===== src/rtl/fetch_pkg.sv =====
// Shared types and constants for the instruction prefetch front end.
package fetch_pkg;

  localparam int          WORD_BYTES   = 4;
  localparam logic [31:0] DEF_RESET_PC = 32'h0000_0000;

  typedef enum logic [1:0] {
    IDLE    = 2'd0,
    WAIT    = 2'd1,
    DISCARD = 2'd2
  } fetch_state_e;

  typedef struct packed {
    logic [31:0] inst;
    logic [31:0] pc;
  } fetch_entry_t;

  // Clears the byte-offset bits so every fetch address is word aligned.
  function automatic logic [31:0] word_align(input logic [31:0] a);
    return a & ~32'(WORD_BYTES - 1);
  endfunction

endpackage


===== src/rtl/fetch_fifo.sv =====
// Circular buffer of fetched {inst, pc} entries with push, pop, flush and occupancy.
module fetch_fifo
  import fetch_pkg::*;
#(
  parameter int DEPTH = 4
) (
  input  logic                   clk_i,
  input  logic                   rst_i,
  input  logic                   push_i,
  input  fetch_entry_t           push_data_i,
  input  logic                   pop_i,
  input  logic                   flush_i,
  output fetch_entry_t           head_o,
  output logic                   valid_o,
  output logic [$clog2(DEPTH):0] count_o
);

  localparam int AW = $clog2(DEPTH);

  fetch_entry_t    mem_q [DEPTH];
  logic [AW-1:0]   wr_ptr_q, rd_ptr_q;
  logic [AW:0]     count_q, count_d;
  logic            do_pop;

  // Popping an empty queue is ignored; the caller reserves space before pushing.
  assign do_pop = pop_i && (count_q != '0);

  always_comb begin
    count_d = count_q;
    case ({push_i, do_pop})
      2'b10:   count_d = count_q + (AW+1)'(1);
      2'b01:   count_d = count_q - (AW+1)'(1);
      default: count_d = count_q;
    endcase
  end

  always_ff @(posedge clk_i or posedge rst_i) begin
    if (rst_i) begin
      wr_ptr_q <= '0;
      rd_ptr_q <= '0;
      count_q  <= '0;
    end else if (flush_i) begin
      wr_ptr_q <= '0;
      rd_ptr_q <= '0;
      count_q  <= '0;
    end else begin
      if (push_i) wr_ptr_q <= wr_ptr_q + AW'(1);
      if (do_pop) rd_ptr_q <= rd_ptr_q + AW'(1);
      count_q <= count_d;
    end
  end

  always_ff @(posedge clk_i) begin
    if (push_i && !flush_i) mem_q[wr_ptr_q] <= push_data_i;
  end

  assign head_o  = mem_q[rd_ptr_q];
  assign valid_o = (count_q != '0);
  assign count_o = count_q;

endmodule


===== src/rtl/imem_prefetch_queue.sv =====
// Fetch front end: one-outstanding-read handshake to instruction memory, a small
// queue of fetched words, and redirect handling that drops in-flight stale data.
module imem_prefetch_queue
  import fetch_pkg::*;
#(
  parameter int          DEPTH    = 4,
  parameter logic [31:0] RESET_PC = DEF_RESET_PC
) (
  input  logic        clk,
  input  logic        reset,
  input  logic        redirect_valid,
  input  logic [31:0] redirect_pc,
  input  logic        deq_ready,
  output logic        inst_valid,
  output logic [31:0] inst,
  output logic [31:0] inst_pc,
  output logic [31:0] inst_pc4,
  output logic        mem_req,
  output logic [31:0] mem_addr,
  input  logic        mem_ack,
  input  logic [31:0] mem_rdata
);

  localparam int             CW   = $clog2(DEPTH) + 1;
  localparam logic [CW-1:0]  FULL = CW'(DEPTH);

  fetch_state_e  state_q;
  logic [31:0]   fetch_pc_q, mem_addr_q;
  logic          mem_req_q;

  logic          ack, push, pop;
  logic [CW-1:0] count, cnt_after;
  logic [31:0]   rpc, pc_nxt;
  fetch_entry_t  head, push_data;
  logic          head_vld;

  assign ack       = mem_ack && mem_req_q;
  assign push      = (state_q == WAIT) && ack && !redirect_valid;
  assign pop       = head_vld && deq_ready && !redirect_valid;
  assign cnt_after = count + CW'(push) - CW'(pop);
  assign rpc       = word_align(redirect_pc);
  assign pc_nxt    = fetch_pc_q + 32'(WORD_BYTES);
  assign push_data = '{inst: mem_rdata, pc: mem_addr_q};

  fetch_fifo #(.DEPTH(DEPTH)) u_fifo (
    .clk_i       (clk),
    .rst_i       (reset),
    .push_i      (push),
    .push_data_i (push_data),
    .pop_i       (pop),
    .flush_i     (redirect_valid),
    .head_o      (head),
    .valid_o     (head_vld),
    .count_o     (count)
  );

  // In WAIT fetch_pc_q tracks the outstanding address; in DISCARD it holds the
  // redirect target while the old request drains.
  always_ff @(posedge clk or posedge reset) begin
    if (reset) begin
      state_q    <= IDLE;
      fetch_pc_q <= RESET_PC;
      mem_req_q  <= 1'b0;
      mem_addr_q <= RESET_PC;
    end else begin
      case (state_q)
        IDLE: begin
          if (redirect_valid) begin
            fetch_pc_q <= rpc;
          end else if (count < FULL) begin
            mem_req_q  <= 1'b1;
            mem_addr_q <= fetch_pc_q;
            state_q    <= WAIT;
          end
        end
        WAIT: begin
          if (redirect_valid) begin
            fetch_pc_q <= rpc;
            if (ack) begin
              mem_req_q <= 1'b0;
              state_q   <= IDLE;
            end else begin
              state_q   <= DISCARD;
            end
          end else if (ack) begin
            fetch_pc_q <= pc_nxt;
            mem_addr_q <= pc_nxt;
            if (cnt_after >= FULL) begin
              mem_req_q <= 1'b0;
              state_q   <= IDLE;
            end
          end
        end
        DISCARD: begin
          if (redirect_valid) fetch_pc_q <= rpc;
          if (ack) begin
            mem_req_q <= 1'b0;
            state_q   <= IDLE;
          end
        end
        default: begin
          mem_req_q <= 1'b0;
          state_q   <= IDLE;
        end
      endcase
    end
  end

  assign mem_req    = mem_req_q;
  assign mem_addr   = mem_addr_q;
  assign inst_valid = head_vld;
  assign inst       = head_vld ? head.inst : 32'h0;
  assign inst_pc    = head_vld ? head.pc : 32'h0;
  assign inst_pc4   = head_vld ? head.pc + 32'(WORD_BYTES) : 32'h0;

endmodule


===== config.mk =====
export PLATFORM = sky130hd
export DESIGN_NAME = imem_prefetch_queue
export DESIGN_NICKNAME = d
export VERILOG_FILES = /design/src/rtl/fetch_pkg.sv /design/src/rtl/fetch_fifo.sv /design/src/rtl/imem_prefetch_queue.sv
export SDC_FILE = /design/constraint.sdc
export NUM_CORES = 1
export LEC_CHECK = 0
export ABC_AREA = 0
export CORE_AREA = 2 2 158 160
export CTS_CLUSTER_SIZE = 25
export DETAILED_ROUTE_END_ITERATION = 10
export DIE_AREA = 0 0 160 162
export PLACE_DENSITY_LB_ADDON = 0.15
export SLEW_MARGIN = 20
export SYNTH_ARGS = -nofsm -noshare
export SYNTH_HDL_FRONTEND = slang
export SYNTH_SLANG_ARGS = --single-unit

===== constraint.sdc =====
create_clock -name clk -period 7.42 [get_ports clk]
set_clock_uncertainty 0.15 [all_clocks]
set_input_delay 1.484 -clock clk [delete_from_list [all_inputs] [get_ports clk]]
set_output_delay 1.484 -clock clk [all_outputs]
set_load 0.01 [all_outputs]

==> flow_metrics.py <==
metrics = {
    "synth": {
        "ys_seq_area_frac": 0.656,
        "ys_top_cells_by_area": "edfxtp_1 (53%), dfrtp_1 (12%), mux4_2 (9.2%)",
        "ys_warn_count": 0,
        "synthDistinctLibCells": 51,
        "synthAdderAreaFrac": 0.00857,
        "synthMuxAreaShare": 0.103,
        "synth_top_family_by_area": "simple AND/OR/NAND/NOR gates",
        "ys.flop_type": "edfxtp_1",
        "synth_compound_area_frac": 0.0541,
        "synth-edff-count": 248,
        "synth_top_area_cell": "edfxtp_1",
        "yosysMostFrequentCell": "edfxtp_1",
        "synth-xor-area-share": 0.0369,
        "synth_top_area_frac": 0.531,
        "syn_inst": 990,
        "synth_area_um2": 14000,
        "async_reset_ff_frac": 0.220,
        "synthSimpleGateAreaFrac": 0.117,
        "synth_common_cells": "edfxtp_1 (248), nor2_1 (113), a21oi_1 (83), and2_1 (70), dfrtp_1 (70)",
        "synth.avg_cell_area_um2": 14.2,
        "ys_seq_elements": 318,
    },
    "floorplan": {
        "core_area_um2": 24100,
        "die_y_um": 162,
        "num_rows": 57,
        "ioPinCount": 199,
        "initial_core_util": 0.582,
        "die_w_um": 160,
        "die_area_um2": 25900,
    },
    "setup_path": {
        "rr_worst_depth": 13,
        "critPathKind": "reg -> out",
        "slowest_stage": "dfrtp_4",
        "r2r_end": "mem_req$_DFFE_PP0P_",
        "crit_fanout": 48,
        "cp-end-kind": "primary output",
        "startpoint_type": "register",
        "r2r-start": "u_fifo.count_o[2]$_DFFE_PP0P_",
        "cp_cell_sequence": "mux4_1 > nand4_1 > nor4_2 > nand4_1 > xor2_1 > nor2_1 > clkdlybuf4s50_1",
        "cp.required_ns": 5.79,
        "cp.arrival_ns": 4.30,
        "cpPeakStageDelay_ns": 1.06,
        "worst_path_most_repeated_cell": "nand4_1",
        "rrSetupSlack_ns": 3.58,
    },
    "finish": {
        "area_delta_synth_final_pct": 22.7,
        "finalNetCount": 1245,
        "n_antenna_cell": 0,
        "drive_gt1_frac": 0.110,
        "fin_area_um2": 17200,
        "nFillCells": 1667,
        "fin_util": 0.714,
    },
    "clocking": {
        "post_cts_resized": 0,
        "cts_sinks": 318,
        "clk_latency_ns": 0.55,
        "post_cts_buffers": 0,
        "cts_made_buffers": 30,
        "cts_tree": "yes",
        "clk_pin_slew_ns": 0.06,
        "clockBufferDepth": 3,
        "postCtsHoldBufs": 0,
        "htreeDepth": 1,
        "cts-root-buf": "clkbuf_16",
    },
    "routing": {
        "ant_nets": 0,
        "drtIter0Drc": 763,
        "dr.pass1.iters": 5,
        "wl_per_cell_um": 19.6,
        "routed_wl_um": 29700,
        "vias": 8671,
        "via_per_inst": 5.72,
        "drcViolationCount": 0,
    },
    "sta": {
        "fmaxAchievable_mhz": 168,
        "worst_slew_pin_slew_ns": 0.975,
        "setup-violations-final": 0,
        "rsz0062_at_grt": "no",
        "tns_ns": 0,
        "hold_ws_ns": 0.408,
        "slew_headroom": 0.350,
        "period_share": 0.800,
        "finalWorstSetupSlack_ns": 1.48,
        "slew_viol_final": 0,
        "finalHoldViolCount": 0,
        "timing.final.crit_period_ns": 5.94,
    },
    "global_routing": {
        "grt_pass1_vias": 8476,
        "grt_max_degree": 71,
        "grt_overflow": 0,
        "grt_usage": 0.231,
        "antenna_found_initial": 0,
        "grt_first_pass_wirelength_um": 47100,
    },
    "place": {
        "hpwl_um": 18900,
        "port_buffers": 190,
        "placed_cell_area_um2": 16200,
        "dp_slack_ns": 2.05,
        "place.gp.congestion": 0.822,
    },
    "hold_path": {
        "min-delay-start": "mem_addr[4]$_DFFE_PP0P_",
        "hold_path_end": "u_fifo.mem_q[1][4]$_DFFE_PP_",
        "hold_class": "reg -> reg",
        "min_path_cells": 0,
    },
    "flow_run": {
        "max-cap-violations": 0,
    },
    "outcome": {
        "status": "finished clean",
    },
    "pwr": {
        "p_per_area_nw_per_um2": 378,
        "peakVddDrop_mv": 0.280,
        "p_leak_nw": 5.73,
    },
}
## final cells by class
| type | instances | area [µm²] | area share |
|---|---|---|---|
| timing repair buffer | 201 | 1980 | 0.115 |
| inverter | 12 | 45.0 | 0.00262 |
| multi-input combinational | 604 | 4530 | 0.263 |
| clock buffer | 43 | 871 | 0.0506 |
| sequential | 318 | 9200 | 0.535 |
| tap | 324 | 405 | 0.0236 |
| clock inverter | 13 | 165 | 0.00960 |
## registers in the layout, summed over array words and instances, names as in the netlist
signal / flops
u_fifo.mem_q: 248
fetch_pc_q: 30
mem_addr: 30
u_fifo.count_o: 3
state_q: 2
u_fifo.rd_ptr_q: 2
u_fifo.wr_ptr_q: 2
mem_req: 1
## how the worst max path moves through the flow
stage / from / end / slack (ns) / cells after the start
6_report: u_fifo.rd_ptr_q[0]$_DFFE_PP0P_ / inst_pc4[21] / 1.48 / 7
5_1_grt: u_fifo.rd_ptr_q[0]$_DFFE_PP0P_ / inst_pc4[23] / 1.19 / 7
4_1_cts: u_fifo.rd_ptr_q[0]$_DFFE_PP0P_ / inst_pc4[21] / 1.42 / 7
2_1_floorplan: u_fifo.rd_ptr_q[0]$_DFFE_PP0P_ / inst_pc4[22] / 3.32 / 8
3_5_place_dp: u_fifo.rd_ptr_q[0]$_DFFE_PP0P_ / inst_pc4[21] / 2.05 / 7
3_3_place_gp: u_fifo.rd_ptr_q[0]$_DFFE_PP0P_ / inst_pc4[21] / 2.07 / 7
## report_power, final
part | internal, mW | switching [mW] | leakage [nW] | total, mW
logic | 1.22 | 1.11 | 2.21 | 2.33
clock network | 0.951 | 0.629 | 0.511 | 1.58
registers | 2.23 | 0.370 | 3.01 | 2.60
total | 4.39 | 2.11 | 5.73 | 6.50
## cells by family after synthesis
kind of cell             count (synthesis)
AND/OR/NAND/NOR                        329
XOR/XNOR                                59
flip-flops                             318
AO/OA/AOI/OAI                          137
buffers and inverters                   73
other                                    1
adder cells (fa/ha/maj)                  9
multiplexers                            64
## routing by layer
layer  share of wire  vias up  track usage
li1                -     4047            -
met1            0.43     4294        0.330
met2            0.48      291        0.383
met3           0.065       39       0.0355
met4           0.017        0       0.0528
met5               0        -            0
## layout by cell type, fill, tap and decap left out, drive strengths merged, types with 2 or more instances in the layout
cell / count
mux2: 2
and2: 70
a2bb2oi: 4
and4: 5
nor3: 11
mux4: 62
o21ai: 21
nand3: 31
a31oi: 4
edfxtp: 248
buf: 11
dfrtp: 70
clkinv: 9
clkbuf: 43
o22ai: 14
nand4: 19
clkdlybuf4s50: 190
inv: 12
nor2b: 3
nand2b: 2
xor2: 29
xnor2: 30
bufinv: 4
a21o: 3
a21oi: 83
nor2: 113
conb: 6
nand2: 51
ha: 8
and3: 14
or3: 5
## critical path: cells and delay by family, from the launching register on
kind | cells | cell delay, ns
xor gates and xnor gates | 1 | 0.18
buffers and inverters | 1 | 0.54
DFF | 1 | 1.06
muxes | 1 | 0.61
and+or+nand+nor | 4 | 1.33
## through the flow
step / cells / power, mW
after floorplan: 995 / 3.90
after global placement: 1459 / 4.93
after detailed placement: 1459 / 4.98
after CTS: 1515 / 6.56
after global routing: 1515 / 6.86
final: 1515 / 6.50
Power figures use the tool's default switching activity.
